## src/rtl/cond_pkg.sv

```systemverilog
// Shared definitions for the condition unit: condition-code values, flag bit
// positions, predication states and the condition evaluation function.
package cond_pkg;

   localparam logic [3:0] CC_EQ = 4'd0;
   localparam logic [3:0] CC_NE = 4'd1;
   localparam logic [3:0] CC_CS = 4'd2;
   localparam logic [3:0] CC_CC = 4'd3;
   localparam logic [3:0] CC_MI = 4'd4;
   localparam logic [3:0] CC_PL = 4'd5;
   localparam logic [3:0] CC_VS = 4'd6;
   localparam logic [3:0] CC_VC = 4'd7;
   localparam logic [3:0] CC_HI = 4'd8;
   localparam logic [3:0] CC_LS = 4'd9;
   localparam logic [3:0] CC_GE = 4'd10;
   localparam logic [3:0] CC_LT = 4'd11;
   localparam logic [3:0] CC_GT = 4'd12;
   localparam logic [3:0] CC_LE = 4'd13;
   localparam logic [3:0] CC_AL = 4'd14;
   localparam logic [3:0] CC_NV = 4'd15;

   localparam int FLG_N = 3;
   localparam int FLG_Z = 2;
   localparam int FLG_C = 1;
   localparam int FLG_V = 0;

   typedef enum logic {
      ST_IDLE   = 1'b0,
      ST_ACTIVE = 1'b1
   } pred_state_e;

   function automatic logic cond_eval(input logic [3:0] cc, input logic [3:0] flags);
      logic n;
      logic z;
      logic c;
      logic v;
      logic res;
      n = flags[FLG_N];
      z = flags[FLG_Z];
      c = flags[FLG_C];
      v = flags[FLG_V];
      case (cc)
         CC_EQ:   res = z;
         CC_NE:   res = !z;
         CC_CS:   res = c;
         CC_CC:   res = !c;
         CC_MI:   res = n;
         CC_PL:   res = !n;
         CC_VS:   res = v;
         CC_VC:   res = !v;
         CC_HI:   res = c & !z;
         CC_LS:   res = !c | z;
         CC_GE:   res = (n == v);
         CC_LT:   res = (n != v);
         CC_GT:   res = !z & (n == v);
         CC_LE:   res = z | (n != v);
         CC_AL:   res = 1'b1;
         CC_NV:   res = 1'b0;
         default: res = 1'b0;
      endcase
      return res;
   endfunction

endpackage

```

## src/rtl/cond_unit_if.sv

```systemverilog
// Bundle of flag, query and predication signals between the ALU/issue logic
// (master) and the condition unit (slave).
interface cond_unit_if #(
   parameter int NUM_CH = 2,
   parameter int LEN_W  = 3
);
   logic [3:0]          flag_in;
   logic                flag_we;
   logic [3:0]          flag_mask;
   logic [NUM_CH-1:0]   q_valid;
   logic [4*NUM_CH-1:0] q_cc;
   logic [NUM_CH-1:0]   r_valid;
   logic [NUM_CH-1:0]   r_cond;
   logic                pred_start;
   logic [3:0]          pred_cc;
   logic [LEN_W-1:0]    pred_len;
   logic                instr_adv;
   logic                pred_active;
   logic                exec_ok;
   logic                pred_err;
   logic [3:0]          flags;

   modport master (
      output flag_in, flag_we, flag_mask, q_valid, q_cc,
             pred_start, pred_cc, pred_len, instr_adv,
      input  r_valid, r_cond, pred_active, exec_ok, pred_err, flags
   );

   modport slave (
      input  flag_in, flag_we, flag_mask, q_valid, q_cc,
             pred_start, pred_cc, pred_len, instr_adv,
      output r_valid, r_cond, pred_active, exec_ok, pred_err, flags
   );
endinterface

```

## src/rtl/cond_eval.sv

```systemverilog
// Combinational condition evaluator: one condition code against one flag set.
module cond_eval
   import cond_pkg::*;
(
   input  logic [3:0] cc,
   input  logic [3:0] flags,
   output logic       res
);

   always_comb begin
      res = cond_pkg::cond_eval(cc, flags);
   end

endmodule

```

## src/rtl/cond_unit.sv

```systemverilog
// NZCV flag register with NUM_CH registered condition-query channels and an
// IT-style predicated-block state machine gating the issue slot.
module cond_unit
   import cond_pkg::*;
#(
   parameter int NUM_CH  = 2,
   parameter int MAX_LEN = 4,
   parameter int BYPASS  = 1,
   parameter int LEN_W   = $clog2(MAX_LEN + 1)
) (
   input  logic      clk,
   input  logic      rst,
   cond_unit_if.slave bus
);

   localparam logic [LEN_W-1:0] LEN_ZERO  = LEN_W'(0);
   localparam logic [LEN_W-1:0] LEN_ONE   = LEN_W'(1);
   localparam logic [LEN_W-1:0] MAX_LEN_L = LEN_W'(MAX_LEN);

   logic [3:0]        flags_q, flags_d;
   logic [3:0]        eval_flags_s;
   logic [NUM_CH-1:0] r_valid_q, r_valid_d;
   logic [NUM_CH-1:0] r_cond_q, r_cond_d;
   logic [NUM_CH-1:0] ch_res_s;
   pred_state_e       state_q, state_d;
   logic [3:0]        pcc_q, pcc_d;
   logic [LEN_W-1:0]  rem_q, rem_d;
   logic              pred_err_q, pred_err_d;
   logic              fsm_res_s;
   logic              start_ok_s;
   logic              last_adv_s;
   logic [LEN_W-1:0]  len_clamp_s;

   for (genvar i = 0; i < NUM_CH; i++) begin : g_ch
      cond_eval u_ch (
         .cc    (bus.q_cc[4*i +: 4]),
         .flags (eval_flags_s),
         .res   (ch_res_s[i])
      );
   end

   cond_eval u_fsm_eval (
      .cc    (pcc_q),
      .flags (eval_flags_s),
      .res   (fsm_res_s)
   );

   // Flag merge, bypass selection and query result capture.
   always_comb begin
      flags_d = flags_q;
      if (bus.flag_we) begin
         flags_d = (flags_q & ~bus.flag_mask) | (bus.flag_in & bus.flag_mask);
      end else begin
         flags_d = flags_q;
      end
      if (BYPASS != 0) begin
         eval_flags_s = flags_d;
      end else begin
         eval_flags_s = flags_q;
      end
      r_valid_d = bus.q_valid;
      r_cond_d  = bus.q_valid & ch_res_s;
   end

   // A final advance may coincide with a new start; that start is a reload, not an error.
   always_comb begin
      state_d     = state_q;
      pcc_d       = pcc_q;
      rem_d       = rem_q;
      pred_err_d  = 1'b0;
      start_ok_s  = bus.pred_start && (bus.pred_len != LEN_ZERO);
      last_adv_s  = bus.instr_adv && (rem_q == LEN_ONE);
      len_clamp_s = (bus.pred_len > MAX_LEN_L) ? MAX_LEN_L : bus.pred_len;
      case (state_q)
         ST_IDLE: begin
            if (start_ok_s) begin
               state_d = ST_ACTIVE;
               pcc_d   = bus.pred_cc;
               rem_d   = len_clamp_s;
            end else begin
               state_d = ST_IDLE;
            end
         end
         ST_ACTIVE: begin
            if (bus.instr_adv) begin
               rem_d = rem_q - LEN_ONE;
            end else begin
               rem_d = rem_q;
            end
            if (last_adv_s) begin
               if (start_ok_s) begin
                  state_d = ST_ACTIVE;
                  pcc_d   = bus.pred_cc;
                  rem_d   = len_clamp_s;
               end else begin
                  state_d = ST_IDLE;
               end
            end else if (bus.pred_start) begin
               pred_err_d = 1'b1;
            end else begin
               pred_err_d = 1'b0;
            end
         end
         default: begin
            state_d = ST_IDLE;
            rem_d   = LEN_ZERO;
         end
      endcase
   end

   // State update with synchronous reset.
   always_ff @(posedge clk) begin
      if (rst) begin
         flags_q    <= 4'd0;
         r_valid_q  <= '0;
         r_cond_q   <= '0;
         state_q    <= ST_IDLE;
         pcc_q      <= 4'd0;
         rem_q      <= LEN_ZERO;
         pred_err_q <= 1'b0;
      end else begin
         flags_q    <= flags_d;
         r_valid_q  <= r_valid_d;
         r_cond_q   <= r_cond_d;
         state_q    <= state_d;
         pcc_q      <= pcc_d;
         rem_q      <= rem_d;
         pred_err_q <= pred_err_d;
      end
   end

   assign bus.flags       = flags_q;
   assign bus.r_valid     = r_valid_q;
   assign bus.r_cond      = r_cond_q;
   assign bus.pred_err    = pred_err_q;
   assign bus.pred_active = (state_q == ST_ACTIVE);
   assign bus.exec_ok     = (state_q != ST_ACTIVE) | fsm_res_s;

endmodule

```

## src/flat_wrapper.sv

```systemverilog
// flat-port wrapper written by rule: the top's interface ports become plain ports
module cond_unit_flat import cond_pkg::*;
#(
   parameter int NUM_CH  = 2,
   parameter int MAX_LEN = 4,
   parameter int BYPASS  = 1,
   parameter int LEN_W   = $clog2(MAX_LEN + 1)
)
  (clk, rst, bus_flag_in, bus_flag_we, bus_flag_mask, bus_q_valid, bus_q_cc, bus_pred_start, bus_pred_cc, bus_pred_len, bus_instr_adv, bus_r_valid, bus_r_cond, bus_pred_active, bus_exec_ok, bus_pred_err, bus_flags);
  cond_unit_if #(.NUM_CH(NUM_CH), .LEN_W(LEN_W)) bus_i ();
  input  logic clk;
  input  logic rst;
  input wire logic [$bits(bus_i.flag_in)-1:0] bus_flag_in;
  input wire logic [$bits(bus_i.flag_we)-1:0] bus_flag_we;
  input wire logic [$bits(bus_i.flag_mask)-1:0] bus_flag_mask;
  input wire logic [$bits(bus_i.q_valid)-1:0] bus_q_valid;
  input wire logic [$bits(bus_i.q_cc)-1:0] bus_q_cc;
  input wire logic [$bits(bus_i.pred_start)-1:0] bus_pred_start;
  input wire logic [$bits(bus_i.pred_cc)-1:0] bus_pred_cc;
  input wire logic [$bits(bus_i.pred_len)-1:0] bus_pred_len;
  input wire logic [$bits(bus_i.instr_adv)-1:0] bus_instr_adv;
  output wire logic [$bits(bus_i.r_valid)-1:0] bus_r_valid;
  output wire logic [$bits(bus_i.r_cond)-1:0] bus_r_cond;
  output wire logic [$bits(bus_i.pred_active)-1:0] bus_pred_active;
  output wire logic [$bits(bus_i.exec_ok)-1:0] bus_exec_ok;
  output wire logic [$bits(bus_i.pred_err)-1:0] bus_pred_err;
  output wire logic [$bits(bus_i.flags)-1:0] bus_flags;
  assign bus_i.flag_in = bus_flag_in;
  assign bus_i.flag_we = bus_flag_we;
  assign bus_i.flag_mask = bus_flag_mask;
  assign bus_i.q_valid = bus_q_valid;
  assign bus_i.q_cc = bus_q_cc;
  assign bus_i.pred_start = bus_pred_start;
  assign bus_i.pred_cc = bus_pred_cc;
  assign bus_i.pred_len = bus_pred_len;
  assign bus_i.instr_adv = bus_instr_adv;
  assign bus_r_valid = bus_i.r_valid;
  assign bus_r_cond = bus_i.r_cond;
  assign bus_pred_active = bus_i.pred_active;
  assign bus_exec_ok = bus_i.exec_ok;
  assign bus_pred_err = bus_i.pred_err;
  assign bus_flags = bus_i.flags;
  cond_unit #(.NUM_CH(NUM_CH), .MAX_LEN(MAX_LEN), .BYPASS(BYPASS), .LEN_W(LEN_W)) u_core (.clk(clk), .rst(rst), .bus(bus_i));
endmodule
```

## config.mk

```make
export PLATFORM = sky130hd
export DESIGN_NAME = cond_unit_flat
export DESIGN_NICKNAME = d
export VERILOG_FILES = /design/src/rtl/cond_pkg.sv /design/src/rtl/cond_unit_if.sv /design/src/rtl/cond_eval.sv /design/src/rtl/cond_unit.sv /design/src/flat_wrapper.sv
export SDC_FILE = /design/constraint.sdc
export NUM_CORES = 1
export LEC_CHECK = 0
export ABC_AREA = 1
export BUFFER_PORTS_ARGS = -buffer_cell sky130_fd_sc_hd__buf_4
export CAP_MARGIN = 20
export CORE_ASPECT_RATIO = 1.1
export CORE_MARGIN = 4
export CORE_UTILIZATION = 45
export CTS_CLUSTER_DIAMETER = 80
export CTS_CLUSTER_SIZE = 20
export DETAILED_ROUTE_END_ITERATION = 16
export PLACE_DENSITY = 0.71
export SLEW_MARGIN = 20
export SYNTH_ARGS = -nofsm -noshare
export SYNTH_HDL_FRONTEND = slang
export SYNTH_SLANG_ARGS = --single-unit
```

## constraint.sdc

```tcl
create_clock -name clk -period 2.14 [get_ports clk]
set_clock_uncertainty 0.15 [all_clocks]
set_input_delay 0.107 -clock clk [delete_from_list [all_inputs] [get_ports clk]]
set_output_delay 0.107 -clock clk [all_outputs]
set_load 0.1 [all_outputs]
```

After elaboration in Yosys (flattened, before gate mapping)

Index checks and enable logic that the tools add are counted.

Register bits after elaboration: 17
Output and inout bits: 11
Logic and storage cells: 98

$add $sub $neg: 1
Magnitude comparators: 1
Equality and inequality tests: 50
Muxes and demuxes: 17
Bitwise operators: 11
Reductions and logical operators: 11

Operators with widths:

| cell                                                  | count |
|---|---|
| == test 4 bit (second input constant)                 | 24 |
| == test 4 x 3 -> 1 bit (second input constant)        | 12 |
| case mux 1 bit (16 select lines)                      | 3 |
| == test 4 x 2 -> 1 bit (second input constant)        | 6 |
| 2-to-1 mux 3 bit                                      | 5 |
| == test 4 x 1 -> 1 bit (second input constant)        | 3 |
| logical NOT 4 bit                                     | 3 |
| 2-to-1 mux 4 bit                                      | 3 |
| AND 4 bit                                             | 2 |
| case mux 4 bit (2 select lines)                       | 1 |
| case mux 3 bit (2 select lines)                       | 1 |
| logical NOT 1 bit                                     | 4 |
| inverter 4 bit                                        | 1 |
| OR 4 bit                                              | 1 |
| == test 3 x 1 -> 1 bit (second input constant)        | 1 |
| greater-than comparator 3 bit (second input constant) | 1 |
| 2-to-1 mux 1 bit                                      | 3 |
| OR 1 bit                                              | 3 |
| nonzero test 3 bit                                    | 1 |
| OR reduction 3 bit                                    | 1 |
| subtractor 3 x 1 -> 3 bit (second input constant)     | 1 |
| AND 1 bit                                             | 2 |
| AND 2 bit                                             | 1 |
| logical AND 1 bit                                     | 2 |
| 6 further kinds                                       | 6 |

Depth between registers and ports, before layout

Gate-level depths: netlist of the first run.

Depth after elaboration: 8
Depth in mapped cells: 11
Depth with buffers taken out: 10

Cells and area by module

Synthesis of the first run repeated with hierarchy kept, for this count alone.

Cells, all modules: 248
Area, all modules: 1,405.1 µm²

Modules (own cells, without submodules):

| module    | times used | cells each | area an instance (µm²) | seq. area each (µm²) |
|---|---|---|---|---|
| cond_unit | 1          | 113        | 789.5                  | 340.3 |
| cond_eval | 3          | 45         | 205.2                  | 0.0 |

Least setup slack after synthesis of the first run

OpenSTA, ideal clock, no wires.

Path type: register to output
Start point: register u_core.flags_q[0] (netlist: u_core.bus.flags[0])
End point: output bus_exec_ok
Arrival time: 2.528 ns
Required time: 1.883 ns
Slack: -0.645 ns
Cell stages (with the launch flop): 8
Buffers on the path: 0
Cells stage by stage: dfxtp_1 -> inv_1 -> nand2_1 -> nand2_2 -> nand2_1 -> nand3_2 -> o211ai_1 -> nand4_1

Word-level cells in the longest chain between the ends: 7
Elaborated cells on any way between the ends: 10
Those cells by class: eq/ne: 2; mux: 2; bitwise: 5; reduce/logical: 1

Ends and longest elaborated chain:

| element                                                       | RTL line                       | source |
|---|---|---|
| start, declared                                               | cond_unit.sv:20                | `logic [3:0] flags_q, flags_d;` |
| start signal, assigned                                        | cond_unit.sv:122               | `flags_q <= flags_d;` |
| AND 4 bit                                                     | cond_unit.sv:52                | `flags_d = (flags_q & ~bus.flag_mask) \| (bus.flag_in & bus.flag_mask);` |
| OR 4 bit                                                      | cond_unit.sv:52                |  |
| 2-to-1 mux 4 bit (*)                                          | cond_unit.sv:51                | `if (bus.flag_we) begin` |
| inequality test 1 bit / == test 1 bit (equally long branches) | n/a                            |  |
| OR 1 bit / AND 1 bit (equally long branches)                  | cond_pkg.sv:56, cond_pkg.sv:55 |  |
| case mux 1 bit (16 select lines) (*)                          | cond_pkg.sv:42                 | `case (cc)` |
| OR 1 bit (*)                                                  | cond_unit.sv:137               | `assign bus.exec_ok = (state_q != ST_ACTIVE) \| fsm_res_s;` |
| end, declared                                                 | flat_wrapper.sv:25             | `output wire logic [$bits(bus_i.exec_ok)-1:0] bus_exec_ok;` |

Mark *: on every way between the ends. The rest lies on a longest branch, timed or not.

Worst setup path in the final report of the first run

Start point: input bus_pred_start
End point: register u_core.rem_q[1]

Word-level cells in the longest chain between the ends: 4
Elaborated cells on any way between the ends: 5
Those cells by class: eq/ne: 1; mux: 3; reduce/logical: 1

Ends and longest elaborated chain:

| element                         | RTL line           | source |
|---|---|---|
| start, declared                 | flat_wrapper.sv:18 | `input wire logic [$bits(bus_i.pred_start)-1:0] bus_pred_start;` |
| logical AND 1 bit (*)           | cond_unit.sv:71    | `start_ok_s = bus.pred_start && (bus.pred_len != LEN_ZERO);` |
| 2-to-1 mux 3 bit                | cond_unit.sv:91    | `if (start_ok_s) begin` |
| 2-to-1 mux 3 bit                | cond_unit.sv:90    | `if (last_adv_s) begin` |
| case mux 3 bit (2 select lines) | cond_unit.sv:74    | `case (state_q)` |
| end signal, assigned            | cond_unit.sv:127   | `rem_q <= rem_d;` |
| end, declared                   | cond_unit.sv:27    | `logic [LEN_W-1:0] rem_q, rem_d;` |

Marks and branches as above.
A chain may end at the register's enable or synchronous reset.

==> results of run 1 <==
placed cells by master (no fill, tap or decap):
| cell | n |
|---|---|
| sky130_fd_sc_hd__ha_1 | 2 |
| sky130_fd_sc_hd__dfxtp_2 | 1 |
| sky130_fd_sc_hd__clkbuf_4 | 3 |
| sky130_fd_sc_hd__a31oi_1 | 2 |
| sky130_fd_sc_hd__o21ai_1 | 4 |
| sky130_fd_sc_hd__nand2_1 | 44 |
| sky130_fd_sc_hd__o21ai_0 | 10 |
| sky130_fd_sc_hd__a21oi_1 | 10 |
| sky130_fd_sc_hd__inv_1 | 34 |
| sky130_fd_sc_hd__nor2_1 | 44 |
| sky130_fd_sc_hd__dfxtp_4 | 4 |
| sky130_fd_sc_hd__o211ai_1 | 2 |
| sky130_fd_sc_hd__nand4_1 | 7 |
| sky130_fd_sc_hd__nand2_2 | 10 |
| sky130_fd_sc_hd__dfxtp_1 | 12 |
| sky130_fd_sc_hd__nand3_1 | 32 |
| sky130_fd_sc_hd__dlygate4sd3_1 | 12 |
| sky130_fd_sc_hd__xor2_1 | 2 |
| sky130_fd_sc_hd__inv_2 | 6 |
| sky130_fd_sc_hd__clkinv_1 | 1 |
| sky130_fd_sc_hd__nand2_4 | 3 |
| sky130_fd_sc_hd__nand3_2 | 1 |
| sky130_fd_sc_hd__o21ai_4 | 1 |
| sky130_fd_sc_hd__buf_12 | 1 |
| sky130_fd_sc_hd__nor3_1 | 2 |
| sky130_fd_sc_hd__buf_4 | 46 |
| sky130_fd_sc_hd__clkinvlp_4 | 1 |
| sky130_fd_sc_hd__a21oi_2 | 2 |
logic make-up after synthesis:
kind of cell	count (synthesis)
flip-flops	17
AND/OR/NAND/NOR	143
XOR/XNOR	2
adder cells (fa/ha/maj)	2
AO/OA/AOI/OAI	31
buffers and inverters	43
per-layer routing:
metal | vias to the layer above | wire length (um) | GRT usage, %
li1 | 884 | - | -
met1 | 720 | 1700 | 26.6
met2 | 53 | 1710 | 31.9
met3 | 2 | 256 | 4.13
met4 | 0 | 12 | 4.16
met5 | - | 0 | 0
power by group through the flow:
stage | registers, uW | logic, uW | clock network [uW]
global route | 360 | 486 | 215
floorplan | 447 | 197 | 0
finish | 356 | 443 | 190
CTS | 355 | 412 | 194
detailed placement | 362 | 394 | 0
global placement | 362 | 393 | 0
stage by stage:
step | utilization, % | cells | total power (uW) | hold slack [ns]
after floorplan | - | 238 | 643 | 0.0753
after CTS | 66.6 | 326 | 962 | 0.00617
final | 69.3 | 332 | 990 | 0.00475
after global routing | 69.3 | 332 | 1060 | 0.0245
after global placement | 61.3 | 310 | 756 | 0.197
after detailed placement | 61.3 | 310 | 756 | 0.202
flip-flops by register name (all words and copies together) (netlist names):
name and flops:
u_core.pcc_q 4, u_core.bus.r_cond 2, u_core.bus.r_valid 2, u_core.bus.pred_active 1, u_core.rem_q 3, u_core.bus.flags 4
u_core.bus.pred_err 1
critical path: stages:
cell	delay, ns
sky130_fd_sc_hd__dlygate4sd3_1	0.52
sky130_fd_sc_hd__buf_4	0.11
sky130_fd_sc_hd__inv_1	0.04
sky130_fd_sc_hd__a21oi_1	0.29
sky130_fd_sc_hd__nand2_4	0.14
sky130_fd_sc_hd__nand2_1	0.12
sky130_fd_sc_hd__nand3_1	0.08
sky130_fd_sc_hd__dlygate4sd3_1	0.57
sky130_fd_sc_hd__a21oi_1	0.15
layout make-up:
class,instances,area (um^2)
multi-input combinational,178,875
fill,263,861
timing repair buffer,59,485
sequential,17,357
inverter,41,154
tap,33,41.3
clock buffer,3,22.5
clock inverter,1,7.51
worst max-delay path by stage:
stage | startpoint | endpoint | depth (start not counted)
3_3_place_gp | bus_flag_we | bus_exec_ok | 8
4_1_cts | u_core.rem_q[1] | u_core.rem_q[1] | 9
3_5_place_dp | bus_flag_we | bus_exec_ok | 8
5_1_grt | bus_pred_start | u_core.rem_q[1] | 9
6_report | bus_pred_start | u_core.rem_q[1] | 9
2_1_floorplan | u_core.bus.flags[3] | bus_exec_ok | 7
repair_timing:
action,in CTS,in global routing
endpoints found under the hold margin,16,0
setup endpoints to repair,0,2
resized for setup,0,7
hold buffers,12,0
buffers inserted,0,6
==> impl_results.rst, run 1 <==
.. list-table::
   :header-rows: 1

   * - Metric
     - Value
   * - Worst setup slack for register-to-register paths
     - between 0.1 and 0.15 ns
   * - Clk buf depth
     - 2
   * - Number of enable-type register cells in the synthesized netlist
     - 0
   * - Proportion of layout cells with a drive suffix above 1
     - about a quarter
   * - Register area share after synthesis
     - 25.4%
   * - Netlist cell types
     - 22
   * - Proportion of power drawn by the clock network
     - a little under a fifth
   * - Post-synthesis compound-gate area fraction
     - between 10% and 20%
   * - # clock sinks
     - 17
   * - Adder-Cell Fraction of Synth Area
     - 1.87%
   * - Total CTS buffers
     - 3
   * - Die Footprint
     - between 0.003 and 0.004 mm^2
   * - Internal power
     - 567 uW
   * - Average cell area after synthesis
     - approximately 5.6 um^2
   * - Flop pwr share
     - 36.0%
   * - Total number of placement rows
     - 20
   * - Run status
     - finished, final reports clean
   * - CP Data Required Time
     - ~2.2 ns
   * - Area of all placed cells without fillers
     - ~0.0019 mm^2
   * - Net Switching
     - around 420 uW
   * - Setup TNS after final layout
     - 0 ns
   * - Standard cell core area
     - approximately 0.0028 mm^2
   * - X dimension of the die
     - 60.1 um
   * - H-tree levels
     - 1
   * - Routed wire length
     - between 3000 and 4000 um
   * - Most common library cells after synthesis
     - 52 x sky130_fd_sc_hd__nand2_1, 44 x sky130_fd_sc_hd__nor2_1, 37 x sky130_fd_sc_hd__inv_1
   * - I/O pins
     - 41
   * - Initial Util
     - between 40% and 50%
   * - Largest family of logic cells by synthesized area
     - simple AND/OR/NAND/NOR gates
   * - CTS tree
     - done
   * - Most repeated cell in the gate-level netlist after synthesis
     - sky130_fd_sc_hd__nand2_1
   * - Crit share post-route
     - a little over nine tenths
   * - Number of setup violations in the final report
     - 0
   * - Hold-critical path endpoint
     - u_core.rem_q[1]
   * - Global placer's final weighted congestion
     - between 0.8 and 0.9
   * - Count of warnings emitted by yosys
     - 0
   * - Critical-path maximum fanout
     - 10
   * - Achievable clock frequency
     - around 500 MHz
   * - Pwr per Cell Area
     - slightly above 500 mW/mm^2
   * - Buffers on Ports
     - 40
   * - Library cell with the largest summed area after synthesis
     - sky130_fd_sc_hd__dfxtp_1
   * - Max-capacitance violation count
     - 0
   * - Aggregate global-route resource usage
     - just under 20%
   * - Crit path DAT
     - between 2 and 2.5 ns
   * - Area share of the leading cell type in the synthesized netlist
     - about a quarter
   * - # nets final
     - 332
   * - Proportion of total power due to net switching
     - a little over two fifths
   * - Final max-slew violation count
     - 0
   * - Vias per std cell
     - 5.00
   * - Headroom to the max-slew limit
     - between 70% and 80%
   * - Time the worst path needs with I/O delays and setup
     - 2.04 ns
   * - Xor-xnor portion of the synthesized cell area
     - 1.31%
   * - Capturing point of the worst reg2reg path
     - u_core.rem_q[1]
   * - DP Worst Slack
     - 0.459 ns
   * - Kind of launch point of the worst setup path
     - primary input
   * - Number of global-route vias before repair
     - 1,377
   * - Overall die height
     - between 60 and 70 um
   * - Worst hold start
     - bus_instr_adv
   * - Cell count after synthesis
     - 238
   * - Post-synth design cell area
     - approximately 0.0013 mm^2
   * - Insertion delay of the later-clocked pin in the worst-skew pair
     - approximately 0.3 ns
   * - Global-route wire length before repair
     - approximately 6000 um
   * - Share of cell area taken by muxes after synthesis
     - 0%
   * - Buffer type at the clock tree root
     - sky130_fd_sc_hd__clkbuf_4
   * - Category of the worst setup path capture point
     - flip-flop
   * - Worst Hold Class
     - primary input to flip-flop
   * - Syn Nets
     - 270
   * - Total leakage power
     - about 0.001 uW
   * - Number of cell instances on the worst register-to-register path
     - 9
   * - Number of antenna violations at the first check in global routing
     - 0
   * - Area Growth Syn to Fin
     - 44.8%
   * - Count of antenna-violating nets left after detailed routing
     - 0
   * - Transition time at the pin with the least slew margin
     - around 0.35 ns
   * - Part of the power in combinational logic
     - approximately 45%
   * - DRC
     - 0
   * - Async set-reset flop share out of synthesis
     - 0%
   * - Vias post-DR
     - between 1,500 and 2,000
   * - Placed Area
     - ~0.0017 mm^2
   * - Number of detailed-routing iterations run before antenna repair
     - 4
   * - Least setup slack across all paths after layout
     - between 0.1 and 0.15 ns
   * - Main area contributors after synthesis
     - sky130_fd_sc_hd__dfxtp_1 25%, sky130_fd_sc_hd__nand2_1 15%, sky130_fd_sc_hd__nor2_1 12%, sky130_fd_sc_hd__nand3_1 12%, sky130_fd_sc_hd__inv_1 10%
   * - Drt wl/cell
     - around 11 um
   * - First DRT Iteration DRCs
     - 99
   * - GRT overflow
     - 0
   * - Number of cells on the worst hold path
     - 3
   * - Worst-case vdd ir drop
     - around 0.36 mV
   * - Number of hold violations in the final report
     - 0
   * - Worst reg2reg startpoint
     - u_core.rem_q[1]
   * - CTS clk-pin slew, worst paths
     - approximately 0.11 ns
   * - Count of state elements after synthesis
     - 17
   * - Post-DP HPWL
     - 2720 um
   * - Pin count of the biggest net entering global routing
     - 12
   * - Count of antenna diodes in the layout
     - 0
   * - Type of the worst setup path
     - primary input to flip-flop
   * - Most used flip-flop cell after synthesis
     - sky130_fd_sc_hd__dfxtp_1
   * - Post-synthesis simple-gate area fraction
     - 45.9%
Power figures use the tool's default switching activity.
==> run 2: changes to the inputs <==
--- a/config.mk
+++ b/config.mk
@@ -6,7 +6,6 @@
 export NUM_CORES = 1
 export LEC_CHECK = 0
 export ABC_AREA = 1
-export BUFFER_PORTS_ARGS = -buffer_cell sky130_fd_sc_hd__buf_4
 export CAP_MARGIN = 20
 export CORE_ASPECT_RATIO = 1.1
 export CORE_MARGIN = 4
@@ -14,7 +13,8 @@
 export CTS_CLUSTER_DIAMETER = 80
 export CTS_CLUSTER_SIZE = 20
 export DETAILED_ROUTE_END_ITERATION = 16
-export PLACE_DENSITY = 0.71
+export DONT_BUFFER_PORTS = 1
+export PLACE_DENSITY = 0.6
 export SLEW_MARGIN = 20
 export SYNTH_ARGS = -nofsm -noshare
 export SYNTH_HDL_FRONTEND = slang
==> impl_results.rst, run 2 (synthesis results as in run 1) <==
.. list-table::
   :header-rows: 1

   * - Metric
     - Value
   * - Run status
     - finished, final reports clean (unchanged)
   * - # clock sinks
     - 17 (unchanged)
   * - Kind of launch point of the worst setup path
     - primary input (unchanged)
   * - Post-DP HPWL
     - 2850 um (was 2720 um)
   * - Time the worst path needs with I/O delays and setup
     - 1.99 ns (was 2.04 ns)
   * - CP Data Required Time
     - 1.88 ns (was 2.23 ns)
   * - Net Switching
     - 387 uW (was 423 uW)
   * - Die Footprint
     - 0.00392 mm^2 (unchanged)
   * - Final max-slew violation count
     - 0 (unchanged)
   * - Headroom to the max-slew limit
     - 69.1% (was 76.5%)
   * - Transition time at the pin with the least slew margin
     - 0.462 ns (was 0.352 ns)
   * - H-tree levels
     - 1 (unchanged)
   * - Max-capacitance violation count
     - 0 (unchanged)
   * - Pwr per Cell Area
     - 529 mW/mm^2 (was 510 mW/mm^2)
   * - Commonest cells after routing, fill and taps aside
     - 44 x sky130_fd_sc_hd__nand2_1, 44 x sky130_fd_sc_hd__nor2_1, 34 x sky130_fd_sc_hd__inv_1, 32 x sky130_fd_sc_hd__nand3_1, 19 x sky130_fd_sc_hd__dlygate4sd3_1 (was 46 x sky130_fd_sc_hd__buf_4, 44 x sky130_fd_sc_hd__nand2_1, 44 x sky130_fd_sc_hd__nor2_1, 34 x sky130_fd_sc_hd__inv_1, 32 x sky130_fd_sc_hd__nand3_1)
   * - Part of the power in combinational logic
     - 40.9% (was 44.8%)
   * - End-of-flow core utilization
     - 61.6% (was 69.3%)
   * - Total CTS buffers
     - 3 (unchanged)
   * - CTS tree
     - done (unchanged)
   * - Number of global-route vias before repair
     - 1,622 (was 1,377)
   * - Overall die height
     - 65.3 um (unchanged)
   * - Number of setup violations in the final report
     - 0 (unchanged)
   * - Count of antenna-violating nets left after detailed routing
     - 0 (unchanged)
   * - Beginning of the critical path
     - bus_flag_mask[3] (was bus_pred_start)
   * - End point of the critical path
     - bus_exec_ok (was u_core.rem_q[1])
   * - CTS clk-pin slew, worst paths
     - 0.10 ns (was 0.11 ns)
   * - Clk buf depth
     - 2 (unchanged)
   * - Total leakage power
     - 0.000834 uW (was 0.000990 uW)
   * - Capturing point of the worst reg2reg path
     - u_core.rem_q[0] (was u_core.rem_q[1])
   * - Number of cell instances on the worst register-to-register path
     - 9 (unchanged)
   * - Standard cell core area
     - 0.00280 mm^2 (unchanged)
   * - I/O pins
     - 41 (unchanged)
   * - Buffers on Ports
     - 0 (was 40)
   * - Placed Area
     - 0.00149 mm^2 (was 0.00172 mm^2)
   * - Drt wl/cell
     - 12.3 um (was 11.1 um)
   * - Vias post-DR
     - 1,602 (was 1,659)
   * - Insertion delay of the later-clocked pin in the worst-skew pair
     - 0.29 ns (was 0.30 ns)
   * - Routed wire length
     - 3720 um (was 3680 um)
   * - DRC
     - 0 (unchanged)
   * - Pin count of the biggest net entering global routing
     - 11 (was 12)
   * - Crit share post-route
     - 93.1% (was 95.3%)
   * - GRT overflow
     - 0 (unchanged)
   * - # nets final
     - 303 (was 332)
   * - Fin Hold WS
     - 0.00215 ns (was 0.00475 ns)
   * - Total number of placement rows
     - 20 (unchanged)
   * - Initial Util
     - 47.9% (unchanged)
   * - Internal power
     - 526 uW (was 567 uW)
   * - Type of the worst setup path
     - primary input to output pin (was primary input to flip-flop)
   * - Category of the worst setup path capture point
     - output pin (was flip-flop)
   * - Proportion of total power due to net switching
     - 42.4% (was 42.8%)
   * - Setup repair after global routing missed its margin
     - no
   * - Proportion of layout cells with a drive suffix above 1
     - 16.3% (was 26.4%)
   * - Worst setup slack for register-to-register paths
     - 0.18 ns (was 0.14 ns)
   * - Critical-path maximum fanout
     - 10 (unchanged)
   * - Buffer type at the clock tree root
     - sky130_fd_sc_hd__clkbuf_4 (unchanged)
   * - Achievable clock frequency
     - 502 MHz (was 490 MHz)
   * - Flop pwr share
     - 40.2% (was 36.0%)
   * - X dimension of the die
     - 60.1 um (unchanged)
   * - First DRT Iteration DRCs
     - 102 (was 99)
   * - Worst Hold Class
     - primary input to flip-flop (unchanged)
   * - Worst reg2reg startpoint
     - u_core.rem_q[1] (unchanged)
   * - Count of antenna diodes in the layout
     - 0 (unchanged)
   * - Area Growth Syn to Fin
     - 28.6% (was 44.8%)
   * - Number of hold violations in the final report
     - 0 (unchanged)
   * - Global placer's final weighted congestion
     - 0.945 (was 0.861)
   * - Worst-case vdd ir drop
     - 0.435 mV (was 0.356 mV)
   * - Number of detailed-routing iterations run before antenna repair
     - 4 (unchanged)
   * - Vias per std cell
     - 5.29 (was 5.00)
   * - Aggregate global-route resource usage
     - 21.5% (was 19.7%)
   * - Area of all placed cells without fillers
     - 0.00173 mm^2 (was 0.00194 mm^2)
   * - Number of antenna violations at the first check in global routing
     - 0 (unchanged)
   * - Crit path DAT
     - 1.73 ns (was 2.13 ns)
   * - Global-route wire length before repair
     - 6650 um (was 6020 um)
   * - Proportion of power drawn by the clock network
     - 18.9% (was 19.2%)
## run 2: changes by cell type in the layout (fill, tap and decap cells not counted), sizes merged
cell,change
clkbuf,+1
buf,-36
dlygate4sd3,+7
clkinvlp,-1
## run 2: area by class of cell
| class | instances | area, um^2 |
|---|---|---|
| Sequential cell | 17 | 358 |
| Clock buffer | 4 | 26.3 |
| Tap cell | 33 | 41.3 |
| Timing Repair Buffer | 30 | 273 |
| Inverter | 41 | 154 |
| Multi-Input combinational cell | 178 | 873 |
| Fill cell | 265 | 1080 |
## run 2: what timing repair did
action	4_1_cts	5_1_grt
hold endpoints to repair	17	0
hold buffers	19	0
endpoints found under the setup margin	0	2
buffers inserted	0	0
gates resized for setup	0	5
## run 2: layer usage
metal,track usage (%),wire length (um),vias up
met3,1.96,147,7
met5,0,0,-
met2,40.4,1990,35
met1,24.6,1520,729
met4,6.93,62,0
li1,-,-,831
## run 2: worst max-delay path, stage by stage
cell	delay, ns
sky130_fd_sc_hd__dlygate4sd3_1	0.54
sky130_fd_sc_hd__nand2_1	0.07
sky130_fd_sc_hd__nand2_2	0.06
sky130_fd_sc_hd__nand2_4	0.13
sky130_fd_sc_hd__inv_2	0.06
sky130_fd_sc_hd__nand2_2	0.09
sky130_fd_sc_hd__nand3_2	0.10
sky130_fd_sc_hd__o211ai_1	0.19
sky130_fd_sc_hd__nand4_1	0.12
sky130_fd_sc_hd__buf_4	0.25
## run 2: how the worst min path moves through the flow
| stage | from | to | slack (ns) | cells past startpoint |
|---|---|---|---|---|
| 2_1_floorplan | bus_q_valid[0] | u_core.bus.r_valid[0] | 0.08 | 2 |
| 3_3_place_gp | rst | u_core.bus.flags[3] | 0.02 | 1 |
| 3_5_place_dp | rst | u_core.bus.flags[3] | 0.02 | 1 |
| 4_1_cts | bus_flag_we | u_core.bus.flags[0] | 0.001 | 4 |
| 5_1_grt | bus_q_cc[2] | u_core.bus.r_cond[0] | 0.007 | 4 |
| 6_report | bus_q_cc[2] | u_core.bus.r_cond[0] | 0.002 | 4 |
## run 2: stage by stage
| stage | total power, uW | worst slack (ns) | setup TNS [ns] | cells |
|---|---|---|---|---|
| after global routing | 979 | 0.00277 | 0 | 303 |
| after floorplan | 643 | -0.117 | -0.117 | 238 |
| after detailed placement | 706 | 0.405 | 0 | 280 |
| after global placement | 698 | 0.443 | 0 | 280 |
| final | 913 | 0.148 | 0 | 303 |
| after CTS | 916 | 0.0528 | 0 | 303 |
## run 2: power groups by stage
stage	registers, uW	logic, uW	clock network [uW]
detailed placement	373	333	0
global placement	372	326	0
global route	371	411	197
CTS	366	369	181
finish	367	374	173
floorplan	447	197	0
